File: src/rtl/imem_encoder_if.sv
// Handshake bundle between an instruction source and the imem_encoder:
// the field-level item stream in, and the {address, word} memory-write stream out.
interface imem_encoder_if #(
  parameter int ADDR_W = 64
);
  logic              in_valid;
  logic              in_ready;
  logic [3:0]        in_op;
  logic [4:0]        in_rd;
  logic [4:0]        in_rn;
  logic [4:0]        in_rm;
  logic [25:0]       in_imm;
  logic              in_last;

  logic              out_valid;
  logic              out_ready;
  logic [ADDR_W-1:0] out_addr;
  logic [31:0]       out_instr;

  modport master (
    output in_valid, in_op, in_rd, in_rn, in_rm, in_imm, in_last, out_ready,
    input  in_ready, out_valid, out_addr, out_instr
  );

  modport slave (
    input  in_valid, in_op, in_rd, in_rn, in_rm, in_imm, in_last, out_ready,
    output in_ready, out_valid, out_addr, out_instr
  );
endinterface

File: src/rtl/imem_encoder.sv
// Streaming LEGv8 encoder: packs field-level instruction items into 32-bit words
// and emits them with consecutive byte addresses to an instruction-memory write port.
module imem_encoder #(
  parameter int ADDR_W = 64
) (
  input  logic              clk,
  input  logic              reset_n,
  input  logic              start,
  input  logic [ADDR_W-1:0] base_addr,
  imem_encoder_if.slave     bus,
  output logic              busy,
  output logic              done,
  output logic              err_sticky,
  output logic [15:0]       word_count,
  output logic [7:0]        err_count
);

  typedef enum logic [1:0] {
    IDLE,
    LOAD,
    DRAIN,
    DONE
  } state_t;

  typedef enum logic [3:0] {
    OP_ADDI = 4'd0,
    OP_ADDS = 4'd1,
    OP_SUBS = 4'd2,
    OP_B    = 4'd3,
    OP_BLT  = 4'd4,
    OP_BL   = 4'd5,
    OP_BR   = 4'd6,
    OP_CBZ  = 4'd7,
    OP_LDUR = 4'd8,
    OP_STUR = 4'd9
  } op_t;

  state_t            state;
  logic [ADDR_W-1:0] addr_q;
  logic              out_valid_q;
  logic [ADDR_W-1:0] out_addr_q;
  logic [31:0]       out_instr_q;

  logic              accept;
  logic              legal;
  logic [31:0]       enc;
  logic              fits_imm12;
  logic              fits_imm19;
  logic              fits_imm9;

  assign bus.in_ready  = (state == LOAD) && (!out_valid_q || bus.out_ready);
  assign bus.out_valid = out_valid_q;
  assign bus.out_addr  = out_addr_q;
  assign bus.out_instr = out_instr_q;
  assign busy          = (state != IDLE);

  assign accept = bus.in_valid && bus.in_ready;

  // Range checks on the signed 26-bit immediate: upper bits must be a pure sign extension.
  assign fits_imm12 = (bus.in_imm[25:12] == 14'd0);
  assign fits_imm19 = (&bus.in_imm[25:18]) || (~|bus.in_imm[25:18]);
  assign fits_imm9  = (&bus.in_imm[25:8]) || (~|bus.in_imm[25:8]);

  always_comb begin
    legal = 1'b0;
    enc   = 32'd0;
    case (bus.in_op)
      OP_ADDI: begin
        legal = fits_imm12;
        enc   = {10'h244, bus.in_imm[11:0], bus.in_rn, bus.in_rd};
      end
      OP_ADDS: begin
        legal = 1'b1;
        enc   = {11'h558, bus.in_rm, 6'd0, bus.in_rn, bus.in_rd};
      end
      OP_SUBS: begin
        legal = 1'b1;
        enc   = {11'h758, bus.in_rm, 6'd0, bus.in_rn, bus.in_rd};
      end
      OP_B: begin
        legal = 1'b1;
        enc   = {6'h05, bus.in_imm};
      end
      OP_BLT: begin
        legal = fits_imm19;
        enc   = {8'h54, bus.in_imm[18:0], 5'h0B};
      end
      OP_BL: begin
        legal = 1'b1;
        enc   = {6'h25, bus.in_imm};
      end
      OP_BR: begin
        legal = 1'b1;
        enc   = 32'hD61F_0000 | {22'd0, bus.in_rn, 5'd0};
      end
      OP_CBZ: begin
        legal = fits_imm19;
        enc   = {8'hB4, bus.in_imm[18:0], bus.in_rd};
      end
      OP_LDUR: begin
        legal = fits_imm9;
        enc   = {11'h7C2, bus.in_imm[8:0], 2'b00, bus.in_rn, bus.in_rd};
      end
      OP_STUR: begin
        legal = fits_imm9;
        enc   = {11'h7C0, bus.in_imm[8:0], 2'b00, bus.in_rn, bus.in_rd};
      end
      default: begin
        legal = 1'b0;
        enc   = 32'd0;
      end
    endcase
  end

  // A consumed output frees the register; a legal accept in the same cycle refills it.
  always_ff @(posedge clk or negedge reset_n) begin
    if (!reset_n) begin
      state       <= IDLE;
      addr_q      <= '0;
      out_valid_q <= 1'b0;
      out_addr_q  <= '0;
      out_instr_q <= 32'd0;
      done        <= 1'b0;
      err_sticky  <= 1'b0;
      word_count  <= 16'd0;
      err_count   <= 8'd0;
    end else begin
      done <= 1'b0;
      if (out_valid_q && bus.out_ready) begin
        out_valid_q <= 1'b0;
      end
      case (state)
        IDLE: begin
          if (start) begin
            addr_q     <= base_addr;
            word_count <= 16'd0;
            err_count  <= 8'd0;
            err_sticky <= 1'b0;
            state      <= LOAD;
          end
        end
        LOAD: begin
          if (accept) begin
            if (legal) begin
              out_valid_q <= 1'b1;
              out_addr_q  <= addr_q;
              out_instr_q <= enc;
              addr_q      <= addr_q + ADDR_W'(4);
              if (word_count != 16'hFFFF) begin
                word_count <= word_count + 16'd1;
              end
            end else begin
              err_sticky <= 1'b1;
              if (err_count != 8'hFF) begin
                err_count <= err_count + 8'd1;
              end
            end
            if (bus.in_last) begin
              state <= DRAIN;
            end
          end
        end
        DRAIN: begin
          if (!out_valid_q || bus.out_ready) begin
            state <= DONE;
            done  <= 1'b1;
          end
        end
        DONE: begin
          state <= IDLE;
        end
        default: begin
          state <= IDLE;
        end
      endcase
    end
  end

endmodule

File: src/flat_wrapper.sv
// flat-port wrapper written by rule: the top's interface ports become plain ports
module imem_encoder_flat 
#(
  parameter int ADDR_W = 64
)
  (clk, reset_n, start, base_addr, busy, done, err_sticky, word_count, err_count, bus_in_valid, bus_in_op, bus_in_rd, bus_in_rn, bus_in_rm, bus_in_imm, bus_in_last, bus_out_ready, bus_in_ready, bus_out_valid, bus_out_addr, bus_out_instr);
  imem_encoder_if #(.ADDR_W(ADDR_W)) bus_i ();
  input  logic clk;
  input  logic reset_n;
  input  logic start;
  input  logic [ADDR_W-1:0] base_addr;
  output logic busy;
  output logic done;
  output logic err_sticky;
  output logic [15:0] word_count;
  output logic [7:0] err_count;
  input wire logic [$bits(bus_i.in_valid)-1:0] bus_in_valid;
  input wire logic [$bits(bus_i.in_op)-1:0] bus_in_op;
  input wire logic [$bits(bus_i.in_rd)-1:0] bus_in_rd;
  input wire logic [$bits(bus_i.in_rn)-1:0] bus_in_rn;
  input wire logic [$bits(bus_i.in_rm)-1:0] bus_in_rm;
  input wire logic [$bits(bus_i.in_imm)-1:0] bus_in_imm;
  input wire logic [$bits(bus_i.in_last)-1:0] bus_in_last;
  input wire logic [$bits(bus_i.out_ready)-1:0] bus_out_ready;
  output wire logic [$bits(bus_i.in_ready)-1:0] bus_in_ready;
  output wire logic [$bits(bus_i.out_valid)-1:0] bus_out_valid;
  output wire logic [$bits(bus_i.out_addr)-1:0] bus_out_addr;
  output wire logic [$bits(bus_i.out_instr)-1:0] bus_out_instr;
  assign bus_i.in_valid = bus_in_valid;
  assign bus_i.in_op = bus_in_op;
  assign bus_i.in_rd = bus_in_rd;
  assign bus_i.in_rn = bus_in_rn;
  assign bus_i.in_rm = bus_in_rm;
  assign bus_i.in_imm = bus_in_imm;
  assign bus_i.in_last = bus_in_last;
  assign bus_i.out_ready = bus_out_ready;
  assign bus_in_ready = bus_i.in_ready;
  assign bus_out_valid = bus_i.out_valid;
  assign bus_out_addr = bus_i.out_addr;
  assign bus_out_instr = bus_i.out_instr;
  imem_encoder #(.ADDR_W(ADDR_W)) u_core (.clk(clk), .reset_n(reset_n), .start(start), .base_addr(base_addr), .bus(bus_i), .busy(busy), .done(done), .err_sticky(err_sticky), .word_count(word_count), .err_count(err_count));
endmodule
File: config.mk
export PLATFORM = sky130hd
export DESIGN_NAME = imem_encoder_flat
export DESIGN_NICKNAME = d
export VERILOG_FILES = /design/src/rtl/imem_encoder_if.sv /design/src/rtl/imem_encoder.sv /design/src/flat_wrapper.sv
export SDC_FILE = /design/constraint.sdc
export NUM_CORES = 1
export LEC_CHECK = 0
export CAP_MARGIN = 20
export CORE_AREA = 2 2 180 182
export CTS_CLUSTER_SIZE = 28
export DETAILED_ROUTE_END_ITERATION = 16
export DIE_AREA = 0 0 182 184
export SYNTH_ARGS = -nofsm -noshare
export SYNTH_HDL_FRONTEND = slang
export SYNTH_SLANG_ARGS = --single-unit
export TNS_END_PERCENT = 20
File: constraint.sdc
create_clock -name clk -period 3.77 [get_ports clk]
set_input_delay 0.754 -clock clk [delete_from_list [all_inputs] [get_ports clk]]
set_output_delay 0.754 -clock clk [all_outputs]
set_load 0.1 [all_outputs]
== Word-level counts from Yosys, hierarchy flattened ==
Index checks and enable logic that the tools add are counted.

* Word-level logic and storage cells: 92
* Register bits: 189

* $add $sub $neg: 3
* Reduce and logical (&&, ||, !) cells: 27
* Equal/unequal tests: 22
* Muxes and demuxes: 31

{| class="wikitable"
|+ Operators with widths
! cell !! number
|-
| $pmux 32 s10 || 1
|-
| $mux 64 || 3
|-
| $pmux 64 s2 || 1
|-
| $add 64x3->64 const B || 1
|-
| $mux 16 || 4
|-
| $mux 8 || 4
|-
| $pmux 16 s2 || 1
|-
| $reduce_and 18->1 || 1
|-
| $reduce_or 18->1 || 1
|-
| $add 16x1->16 const B || 1
|-
| $eq 4x3->1 const B || 4
|-
| $ne 16x16->1 const B || 1
|-
| $pmux 8 s2 || 1
|-
| $logic_not 14->1 || 1
|-
| $reduce_and 4->1 || 3
|-
| $ne 2x2->1 const B || 5
|-
| $reduce_and 5->1 || 2
|-
| $mux 1 || 9
|-
| $add 8x1->8 const B || 1
|-
| $eq 4x2->1 const B || 2
|-
| $eq 4x4->1 const B || 2
|-
| $mux 2 || 4
|-
| $ne 8x8->1 const B || 1
|-
| $pmux 2 s4 || 1
|-
| other kinds (17) || 28
|}

== Logic depth before layout (Yosys ltp) ==
Gate-level depths: netlist (run 1).

* Depth after elaboration: 7
* Depth in mapped cells: 12
* Mapped depth without buffers: 8

== Worst setup path after synthesis (run 1) ==
No wires, ideal clock.

* Path type: reg2reg
* From: reg u_core.out_valid_q (netlist: u_core.bus.out_valid)
* To: reg u_core.out_addr_q[50] (netlist: u_core.bus.out_addr[50])
* Data required time: 3.645 ns
* Arrival: 2.977 ns
* Stages on the path, launching flop included: 8
* Path slack: 0.668 ns
* Clock period less this slack: 3.102 ns
* Path through: dfrtp_1 > nand2b_1 > and2_1 > nand2_1 > a21oi_2 > buf_2 > buf_4 > mux2_2

* Longest elaborated chain between the ends: 5

{| class="wikitable"
|+ Ends and longest elaborated chain
! element !! line !! text
|-
| start: declaration || imem_encoder.sv:40 || <nowiki>logic out_valid_q;</nowiki>
|-
| start signal: assignment || imem_encoder.sv:120 || <nowiki>out_valid_q <= 1'b0;</nowiki>
|-
| start signal: assignment || imem_encoder.sv:130 || <nowiki>out_valid_q <= 1'b0;</nowiki>
|-
| start signal: assignment || imem_encoder.sv:145 || <nowiki>out_valid_q <= 1'b1;</nowiki>
|-
| $logic_not 1->1 || imem_encoder.sv:51 || <nowiki>assign bus.in_ready = (state == LOAD) && (!out_valid_q || bus.out_ready);</nowiki>
|-
| $logic_or 1x1->1 || imem_encoder.sv:51 ||
|-
| $logic_and 1x1->1 || imem_encoder.sv:51 ||
|-
| named net bus_in_ready || flat_wrapper.sv:25 || <nowiki>output wire logic [$bits(bus_i.in_ready)-1:0] bus_in_ready;</nowiki>
|-
| $logic_and 1x1->1 || imem_encoder.sv:57 || <nowiki>assign accept = bus.in_valid && bus.in_ready;</nowiki>
|-
| $reduce_and 3->1 (no source line) || -- ||
|-
| end signal: assignment || imem_encoder.sv:146 || <nowiki>out_addr_q <= addr_q;</nowiki>
|-
| end: declaration || imem_encoder.sv:41 || <nowiki>logic [ADDR_W-1:0] out_addr_q;</nowiki>
|}

The timed path passes the listed nets, and every way through them passes these cells.
A chain may end at the register's enable or synchronous reset.

== Final worst setup path (run 1) ==
* From: in bus_in_op[0]
* To: reg u_core.out_addr_q[28] (netlist: u_core.bus.out_addr[28])

* Longest elaborated chain between the ends: 4

{| class="wikitable"
|+ Ends and longest elaborated chain
! element !! line !! text
|-
| start: declaration || flat_wrapper.sv:18 || <nowiki>input wire logic [$bits(bus_i.in_op)-1:0] bus_in_op;</nowiki>
|-
| $eq 4x1->1 (tied with other cells) || imem_encoder.sv:67 || <nowiki>case (bus.in_op)</nowiki>
|-
| $reduce_or 5->1 (no source line) or $reduce_or 2->1 (tied branches) || -- ||
|-
| $pmux 1 s4 (*) || imem_encoder.sv:67 ||
|-
| $reduce_and 3->1 (no source line) (*) || -- ||
|}

Mark *: on every way between the ends. The rest lies on a longest branch, timed or not.

==> run_results.csv, run 1 <==
group,metric,value,unit
clocking,root_buffer,"clkbuf_16",
synthesis,synth_nets,1266,
sta,final-max-slew-violation-count,0,
floorplan,die_area,33500,um^2
final_layout,final_cell_mix,"236 x clkdlybuf4s50_1, 189 x dfrtp_1, 87 x nor2_1",
route,antenna_left,0,
critical_path,cpPeakStageDelay,0.67,ns
final_layout,area_delta_synth_final,32.3,%
synthesis,ys_seq_elements,189,
synthesis,yosysSeqAreaShare,43.4,%
final_layout,layout.cells.most_common,"clkdlybuf4s50_1",
critical_path,cp_max_fo,42,
power_and_ir_drop,p_seq_share,26.1,%
final_layout,antenna_cells,0,
synthesis,ys_types,73,
floorplan,num_rows,65,
min_path,hp-class,"input pin to asynchronous set/reset pin",
placement,gp_congestion,0.907,
final_layout,nets,1477,
clocking,clk_path_buf_depth,2,
critical_path,reg2reg_slack,0.79,ns
sta,period_needed,3.04,ns
sta,hold_viol,0,
sta,rsz0062_at_grt,"no",
power_and_ir_drop,switchingPower,8670,uW
floorplan,core_area,31400,um^2
sta,worst_slack,0.725,ns
clocking,ctsResizeCount,0,
placement,pre_cts_slack,0.317,ns
critical_path,worst_path_most_repeated_cell,"buf_12",
synthesis,yosysWarnings,0,
floorplan,ios,240,
final_layout,drive_gt1_share,12.7,%
power_and_ir_drop,p_int,6260,uW
route,via_per_inst,5.90,
route,drc,0,
critical_path,crit_path_end_kind,"flip-flop",
synthesis,synth_edf_count,0,
critical_path,crit_required,4.09,ns
sta,fin_skew,0.0162,ns
global_routing,grt_max_degree,91,
global_routing,grt_overflow,0,
synthesis,syn_avg_cell_area,9.52,um^2
clocking,worstSkewPairLatency,0.44,ns
power_and_ir_drop,comb_power_share,61.8,%
power_and_ir_drop,finalPower,14900,uW
synthesis,postSynth.asyncResetShare,100,%
synthesis,syn_area,10900,um^2
global_routing,first_global_vias,9887,
route,drtPass1Iterations,5,
floorplan,start_util,34.7,%
clocking,post-cts-setup-buffers,0,
sta,setup_viol,0,
power_and_ir_drop,clkPwrFrac,12.1,%
floorplan,die_h,184,um
flow_run,maxCapViolCount,0,
global_routing,grt_usage,22.5,%
critical_path,worst_ep_arrival_time,3.37,ns
critical_path,worstSetupStartpointType,"input pin",
route,vias,10400,
route,wire_per_inst,21.6,um
clocking,cts_tree,"built",
route,drtIter0Drc,1030,
sta,worst_pin_slew,1.08,ns
power_and_ir_drop,p_per_area,1040,nW/um^2
sta,fin_crit_sh,80.8,%
power_and_ir_drop,swShare,58.1,%
power_and_ir_drop,cellLeakagePower,0.00556,uW
sta,hold_slack,0.329,ns
clocking,cts_buffers,17,
final_layout,fillers,3020,
route,routed_wl,38.2,mm
sta,relSlewSlack,28.0,%
global_routing,grt_pass1_wl,58.9,mm
sta,max_clock_freq,328,MHz
synthesis,synth_ff_type,"dfrtp_1",
critical_path,worstSetupPathType,"input pin to flip-flop",
clocking,cts_hold_buf,0,
final_layout,design_area,14400,um^2
power_and_ir_drop,vdd_drop_max,0.606,mV
synthesis,synthCells,1144,
placement,dp_hpwl,27.2,mm
final_layout,seq_area,4730,um^2
floorplan,die_w,182,um
clocking,clkSinkCount,189,
global_routing,grt_antenna_before_repair,1,
critical_path,crit_chain,"clkdlybuf4s50_1, and2_1, a211o_1, o21a_2, buf_12, a21oi_4, buf_12, mux2_2",
sta,setup-tns-final,0,ns
critical_path,slowest_stage,"clkdlybuf4s50_1",
clocking,clk_pin_slew,0.08,ns
placement,placed_area,13800,um^2
placement,portBuffers,239,
final_layout,multi_input_area,5670,um^2
clocking,h-tree-depth,4,
run_status,status,"completed",
==> sequential cells by signal, summed over array words and instances, names as in the netlist <==
| signal | cells |
|---|---|
| u_core.bus.out_valid | 1 |
| u_core.bus.out_addr | 64 |
| u_core.state | 2 |
| u_core.bus.out_instr | 32 |
| u_core.err_count | 8 |
| u_core.err_sticky | 1 |
| u_core.done | 1 |
| u_core.word_count | 16 |
| u_core.addr_q | 64 |
==> final cells by class <==
cell class / instances / area share (%)
Sequential cell: 189 / 32.8
Inverter: 26 / 0.678
Tap cell: 402 / 3.49
Multi-Input combinational cell: 840 / 39.4
Clock buffer: 17 / 2.95
Clock inverter: 14 / 1.07
Timing Repair Buffer: 281 / 19.6
==> Yosys cell counts, types with 12 or more instances <==
| cell type | instances | area, um^2 |
|---|---|---|
| and3_1 | 42 | 263 |
| o21ai_0 | 54 | 270 |
| nand4_1 | 33 | 206 |
| a31oi_1 | 22 | 138 |
| a211oi_1 | 19 | 143 |
| nand3_1 | 50 | 250 |
| inv_1 | 26 | 97.6 |
| o22ai_1 | 37 | 231 |
| a222oi_1 | 17 | 170 |
| and2_1 | 12 | 75.1 |
| dfrtp_1 | 189 | 4730 |
| nor2_1 | 87 | 327 |
| nand2b_1 | 12 | 75.1 |
| mux2_2 | 62 | 698 |
| a21oi_1 | 68 | 340 |
| mux2i_1 | 24 | 240 |
| nor3_1 | 34 | 170 |
| nand2_1 | 80 | 300 |
| or3_1 | 15 | 93.8 |
| a22oi_1 | 16 | 120 |
| clkbuf_1 | 54 | 203 |
| buf_2 | 25 | 125 |
==> critical path, delay by kind of cell <==
kind / cells / cell delay (ns)
AO/OA/AOI/OAI: 3 / 0.76
multiplexers: 1 / 0.35
AND/OR/NAND/NOR: 1 / 0.32
buffers and inverters: 3 / 1.10
==> per-layer routing <==
metal / GRT usage (%) / part of all wire [%]
met1: 32.4 / 46
met2: 35.4 / 46
met3: 3.78 / 7.3
met4: 5.06 / 1.5
met5: 0 / 0.037
==> power groups by stage <==
stage / Clock (uW) / Combinational, uW / Sequential [uW]
2_1_floorplan: 0 / 2720 / 7790
3_3_place_gp: 0 / 9150 / 3890
3_5_place_dp: 0 / 9220 / 3910
4_1_cts: 1840 / 9250 / 3880
5_1_grt: 1920 / 9700 / 4040
6_report: 1800 / 9230 / 3900
==> final timing paths <==
path | start | cells after the start | to
setup / recovery | bus_in_op[0] | 8 | u_core.bus.out_addr[28]$_DFFE_PN0P_
max in group asynchronous | reset_n | 2 | u_core.word_count[3]$_DFFE_PN0P_
hold / removal | reset_n | 1 | u_core.bus.out_instr[10]$_DFFE_PN0P_
hold reg to reg | u_core.addr_q[0]$_DFFE_PN0P_ | 2 | u_core.addr_q[0]$_DFFE_PN0P_
min in group clk | u_core.addr_q[0]$_DFFE_PN0P_ | 2 | u_core.addr_q[0]$_DFFE_PN0P_
setup reg to reg | u_core.state[1]$_DFFE_PN0P_ | 8 | u_core.word_count[15]$_DFFE_PN0P_
==> cells by family after synthesis <==
group | share of synthesized area, %
AO/OA/AOI/OAI | 22.1
XOR/XNOR | 0.161
adder cells (fa/ha/maj) | 0.804
buffers and inverters | 4.77
flip-flops | 43.4
multiplexers | 8.62
AND/OR/NAND/NOR | 20.1
==> stage by stage <==
stage / util, % / std cells
3_5_place_dp: 44.0 / 1738
4_1_cts: 45.9 / 1769
5_1_grt: 45.9 / 1769
6_report: 45.9 / 1769
3_3_place_gp: 44.0 / 1738
2_1_floorplan: - / 1144
Power figures use the tool's default switching activity.
==> run 2, diff against run 1 <==
==> constraint.sdc (replaced) <==
create_clock -name clk -period 2.6 [get_ports clk]
set_input_delay 0.52 -clock clk [delete_from_list [all_inputs] [get_ports clk]]
set_output_delay 0.52 -clock clk [all_outputs]
set_load 0.1 [all_outputs]
==> run 2 against run 1 <==
Effect of this change: register-to-register slack worse by 0.68 ns; clock power is 54% higher; largest cell class unchanged; die area stayed put; final cell count is 6.8% higher; routed wire length is 4.1% higher; combinational power is 51% higher; critical endpoint is now u_core.addr_q[59]$_DFFE_PN0P_; sequential power is 41% higher.
==> run_results.csv, run 2 (synthesis results as in run 1) <==
group,metric,value,unit
run_status,status,"completed",
route,drtPass1Iterations,6,
sta,relSlewSlack,60.0,%
sta,setup_viol,0,
floorplan,die_area,33500,um^2
placement,pre_cts_slack,-0.619,ns
floorplan,start_util,34.7,%
power_and_ir_drop,cellLeakagePower,0.00649,uW
critical_path,worstSetupStartpointType,"input pin",
sta,final-max-slew-violation-count,0,
clocking,clk_pin_slew,0.07,ns
clocking,cts_buffers,17,
route,vias,10800,
clocking,worstSkewPairLatency,0.45,ns
sta,max_clock_freq,393,MHz
critical_path,crit_required,2.98,ns
placement,dp_hpwl,29.7,mm
floorplan,num_rows,65,
sta,hold_slack,0.0558,ns
global_routing,grt_busiest_layer,"met2",
final_layout,final_cell_mix,"264 x buf_4, 186 x dfrtp_1, 92 x clkdlybuf4s50_1",
clocking,cts_hold_buf,0,
global_routing,first_global_vias,10500,
placement,placed_area,14500,um^2
route,antenna_left,0,
sta,fin_crit_sh,97.9,%
route,wire_per_inst,21.0,um
critical_path,cpPeakStageDelay,0.51,ns
clocking,cts_tree,"built",
critical_path,crit_chain,"clkdlybuf4s50_1, nand4_1, nor4_4, o22ai_4, buf_12, buf_4, buf_4, a2111oi_4, mux2i_1, o221a_2",
sta,rsz0062_at_grt,"no",
final_layout,layout.cells.most_common,"buf_4",
flow_run,maxCapViolCount,0,
sta,fin_skew,0.0152,ns
global_routing,grt_max_degree,63,
route,drtIter0Drc,1033,
floorplan,die_w,182,um
global_routing,grt_usage,23.6,%
critical_path,path_delay_family,"buffers and inverters",
global_routing,grt_antenna_before_repair,1,
sta,worst_slack,0.0535,ns
route,drc,0,
critical_path,slowest_stage,"clkdlybuf4s50_1",
clocking,clk_path_buf_depth,2,
global_routing,use_met2,37.8,%
clocking,h-tree-depth,4,
power_and_ir_drop,vdd_drop_max,1.09,mV
placement,portBuffers,239,
clocking,root_buffer,"clkbuf_16",
final_layout,drive_gt1_share,28.9,%
final_layout,nets,1595,
sta,worst_pin_slew,0.599,ns
critical_path,worst_path_most_repeated_cell,"buf_4",
critical_path,worstSetupPathType,"input pin to flip-flop",
critical_path,reg2reg_slack,0.11,ns
final_layout,area_delta_synth_final,39.8,%
critical_path,path_buf_inv,4,
placement,gp_congestion,0.944,
clocking,clkSinkCount,189,
route,via_per_inst,5.72,
final_layout,design_area,15200,um^2
global_routing,use_met3,4.75,%
sta,hold_viol,0,
global_routing,grt_pass1_wl,61.5,mm
floorplan,ios,240,
floorplan,core_area,31400,um^2
global_routing,grt_overflow,0,
global_routing,grt_use_met1,32.3,%
min_path,hp-class,"input pin to asynchronous set/reset pin",
critical_path,cp_max_fo,5,
power_and_ir_drop,p_per_area,1460,nW/um^2
critical_path,crit_path_end_kind,"flip-flop",
critical_path,worst_ep_arrival_time,2.93,ns
floorplan,die_h,184,um
route,routed_wl,39.7,mm
sta,period_needed,2.55,ns
run 2: changes by cell type in the layout (fill, tap and decap cells not counted), moves of 5 or more:
cell and change:
buf_12 +11, buf_4 +229, clkdlybuf4s50_1 -144, dlymetal6s2s_1 +16
inv_6 +6, inv_8 -5
run 2: final timing paths:
| path | end | depth (start not counted) | start |
|---|---|---|---|
| setup / recovery | u_core.addr_q[59]$_DFFE_PN0P_ | 10 | bus_in_imm[17] |
| hold / removal | u_core.bus.out_instr[12]$_DFFE_PN0P_ | 1 | reset_n |
| setup reg to reg | u_core.addr_q[59]$_DFFE_PN0P_ | 6 | u_core.addr_q[24]$_DFFE_PN0P_ |
| hold reg to reg | u_core.addr_q[1]$_DFFE_PN0P_ | 2 | u_core.addr_q[1]$_DFFE_PN0P_ |
| max in group asynchronous | u_core.addr_q[35]$_DFFE_PN0P_ | 2 | reset_n |
| min in group clk | u_core.addr_q[1]$_DFFE_PN0P_ | 2 | u_core.addr_q[1]$_DFFE_PN0P_ |
run 2: area by class of cell:
class                           instances  area, um^2
Sequential cell                       189        4730
Antenna cell                            1        2.50
Clock buffer                           19         453
Fill cell                            3000       16200
Inverter                               26         101
Multi-Input combinational cell        840        5710
Tap cell                              402         503
Timing Repair Buffer                  399        3570
Clock inverter                         13         153
run 2: layer usage:
| metal | wire (um) | part of all wire [%] | vias up |
|---|---|---|---|
| met1 | 18100 | 45 | 5335 |
| met4 | 805 | 2.0 | 0 |
| li1 | - | - | 5020 |
| met5 | 0 | 0 | - |
| met3 | 2540 | 6.4 | 46 |
| met2 | 18300 | 46 | 409 |
run 2: timing repair:
item	4_1_cts	5_1_grt
pin swaps	4	12
setup endpoints to repair	124	155
gates resized for setup	11	22
buffers inserted	0	3
cloned	0	0
run 2: report_power, final:
group,switching [uW],total (uW),internal (uW),leakage [uW]
registers,1220,5510,4290,0.00226
clock network,1280,2770,1490,0.000288
logic,10200,13900,3710,0.00394
run 2: metrics by stage:
step                power, uW  utilization, %  TNS [ns]  std cells
CTS                     22300            48.3         0       1885
finish                  22200            48.5         0       1889
floorplan               15300               -   -0.0973       1144
global route            23300            48.5         0       1889
detailed placement      19500            46.3    -85.52       1853
global placement        19300            46.3    -82.69       1853
==> run 3, diff against run 2 <==
--- a/config.mk
+++ b/config.mk
@@ -5,11 +5,12 @@
 export SDC_FILE = /design/constraint.sdc
 export NUM_CORES = 1
 export LEC_CHECK = 0
+export ABC_AREA = 1
 export CAP_MARGIN = 20
-export CORE_AREA = 2 2 180 182
+export CORE_AREA = 2 2 183 185
 export CTS_CLUSTER_SIZE = 28
 export DETAILED_ROUTE_END_ITERATION = 16
-export DIE_AREA = 0 0 182 184
+export DIE_AREA = 0 0 185 187
 export SYNTH_ARGS = -nofsm -noshare
 export SYNTH_HDL_FRONTEND = slang
 export SYNTH_SLANG_ARGS = --single-unit
==> run 3 against run 2 <==
Effect of this change: routed wire length down 4.0%; largest cell class unchanged; hold slack got worse by 0.046 ns; flip-flop and latch count unchanged; synthesized cell count up 44%; clock skew down 0.0010 ns; largest power group unchanged; die area is 3.3% higher; global-route usage shrank 1.1 points; maximum frequency is 13% higher; via count rose by 4.9%.
==> run_results.csv, run 3 <==
group,metric,value,unit
final_layout,nets,2015,
synthesis,syn_avg_cell_area,6.83,um^2
synthesis,synth_nets,1768,
synthesis,ys_types,45,
final_layout,multi_input_area,5700,um^2
route,wire_per_inst,16.2,um
clocking,clkSinkCount,189,
placement,dp_hpwl,29.3,mm
synthesis,synth_common_cells,"729 x nand2_1, 191 x nor2_1, 189 x dfrtp_1",
final_layout,final_cell_mix,"729 x nand2_1, 191 x nor2_1, 189 x dfrtp_1",
power_and_ir_drop,cellLeakagePower,0.00702,uW
clocking,clk_pin_slew,0.08,ns
floorplan,die_area,34600,um^2
sta,final-max-slew-violation-count,0,
synthesis,synth_compound_area_share,10.4,%
global_routing,first_global_vias,10900,
synthesis,synth_area_leaders,"dfrtp_1 42%, nand2_1 24%, nor2_1 6.4%",
placement,gp_congestion,0.962,
power_and_ir_drop,p_per_area,1350,nW/um^2
route,vias,11300,
synthesis,yosysMostFrequentCell,"nand2_1",
placement,placed_area,14000,um^2
final_layout,drive_gt1_share,12.5,%
clocking,cts_tree,"built",
final_layout,seq_area,4730,um^2
sta,fin_crit_sh,86.9,%
synthesis,yosys.area_share.simple,36.9,%
clocking,post-cts-setup-buffers,0,
clocking,cts_hold_buf,0,
sta,max_clock_freq,443,MHz
critical_path,crit_chain,"inv_1, ha_2, buf_4, nand3_1, nand3_1, nand2_1, nand2_1",
synthesis,synth.area.mux_share,0.445,%
final_layout,design_area,14600,um^2
synthesis,synth_top_family_by_area,"simple AND/OR/NAND/NOR gates",
route,antenna_left,0,
sta,period_needed,2.26,ns
clocking,cts_buffers,17,
critical_path,crit_path_end_kind,"flip-flop",
synthesis,syn_area,11200,um^2
final_layout,layout.cells.most_common,"nand2_1",
floorplan,num_rows,67,
clocking,clk_path_buf_depth,2,
floorplan,die_h,187,um
floorplan,die_w,185,um
critical_path,crit_required,2.98,ns
critical_path,path_delay_family,"simple AND/OR/NAND/NOR gates",
min_path,hp-class,"input pin to asynchronous set/reset pin",
global_routing,grt_usage,22.4,%
synthesis,synth_top_area_cell,"dfrtp_1",
synthesis,synth_top_area_share,42.1,%
critical_path,path_buf_inv,2,
route,drc,0,
sta,setup_viol,0,
final_layout,instances_no_fill,2354,
route,drtIter0Drc,987,
placement,portBuffers,239,
critical_path,worstSetupPathType,"flip-flop to flip-flop",
synthesis,synth-xor-area-share,2.10,%
critical_path,slowest_stage,"buf_4",
sta,fin_skew,0.0142,ns
synthesis,yosysSeqAreaShare,42.1,%
placement,dp_cells,2322,
final_layout,antenna_cells,0,
placement,pre_cts_slack,-0.0274,ns
synthesis,ys_seq_elements,189,
critical_path,cp_max_fo,38,
sta,worst_slack,0.341,ns
critical_path,cpPeakStageDelay,0.48,ns
sta,worst_pin_slew,0.671,ns
synthesis,yosysWarnings,0,
synthesis,postSynth.asyncResetShare,100,%
critical_path,worstSetupStartpointType,"flip-flop",
synthesis,synthCells,1646,
synthesis,synth_ff_type,"dfrtp_1",
floorplan,ios,240,
clocking,worstSkewPairLatency,0.45,ns
global_routing,grt_max_degree,91,
global_routing,grt_pass1_wl,60.2,mm
floorplan,start_util,34.2,%
sta,rsz0062_at_grt,"no",
power_and_ir_drop,vdd_drop_max,0.764,mV
sta,relSlewSlack,55.2,%
final_layout,utilization,44.5,%
route,routed_wl,38.2,mm
clocking,ctsResizeCount,0,
final_layout,fillers,3423,
synthesis,synthAdderAreaFrac,0.779,%
flow_run,maxCapViolCount,0,
route,via_per_inst,4.82,
synthesis,synth_edf_count,0,
final_layout,area_delta_synth_final,29.9,%
global_routing,grt_antenna_before_repair,3,
global_routing,grt_overflow,0,
clocking,h-tree-depth,4,
run_status,status,"completed",
route,drtPass1Iterations,5,
critical_path,worst_ep_arrival_time,2.64,ns
sta,hold_viol,0,
floorplan,core_area,32900,um^2
clocking,root_buffer,"clkbuf_16",
-- run 3: cell type report --
type                       count  area share [%]
inverter                     113            2.92
clock buffer                  19            3.03
sequential                   189            32.4
clock inverter                13           0.994
timing repair buffer         288            17.8
tap                          448            3.84
multi-input combinational   1284            39.0
-- run 3: logic make-up after synthesis --
family,Yosys count
DFF,189
buffers and inverters,173
muxes,5
AOI/OAI and AO/OA,205
xor gates and xnor gates,27
and+or+nand+nor,1040
adders and majority gates,7
-- run 3: stage by stage --
| stage | hold WS [ns] | power [uW] | setup TNS [ns] |
|---|---|---|---|
| final | 0.00952 | 19800 | 0 |
| after global routing | 0.0183 | 21000 | 0 |
| after CTS | 0.00615 | 19900 | 0 |
| after detailed placement | 0.470 | 17100 | -0.0274 |
| after global placement | 0.466 | 16900 | 0 |
| after floorplan | 0.224 | 13900 | 0 |
-- run 3: routing by layer --
layer  vias to the layer above  global-route usage (%)  wire (um)
li1                       5719                       -          -
met1                      5228                    32.8      18100
met2                       344                    33.5      16600
met3                        47                    4.61       2680
met4                         2                    6.23        739
met5                         -                       0         11
-- run 3: worst register-to-register path: stages (launching register included) --
cell and delay [ns]:
dfrtp_1 0.38, inv_1 0.11, ha_2 0.24, buf_4 0.48
nand3_1 0.43, nand3_1 0.40, nand2_1 0.09, nand2_1 0.08
-- run 3: power by group --
part / internal, uW / leakage [uW] / switching, uW
Combinational: 2810 / 0.00429 / 8970
Clock: 1400 / 0.000285 / 1340
Sequential: 4150 / 0.00245 / 1100
Total: 8360 / 0.00702 / 11400
-- run 3: final timing paths --
check,start,to,slack (ns),cells past startpoint
worst max-delay path,u_core.state[1]$_DFFE_PN0P_,u_core.err_count[4]$_DFFE_PN0P_,0.34,7
worst min-delay path,reset_n,u_core.addr_q[31]$_DFFE_PN0P_,0.01,1
worst max register to register,u_core.state[1]$_DFFE_PN0P_,u_core.err_count[4]$_DFFE_PN0P_,0.34,7
worst min register to register,u_core.bus.out_addr[18]$_DFFE_PN0P_,u_core.bus.out_addr[18]$_DFFE_PN0P_,0.49,2
max in group asynchronous,reset_n,u_core.state[0]$_DFFE_PN0P_,1.87,2
min in group clk,u_core.bus.out_addr[18]$_DFFE_PN0P_,u_core.bus.out_addr[18]$_DFFE_PN0P_,0.49,2
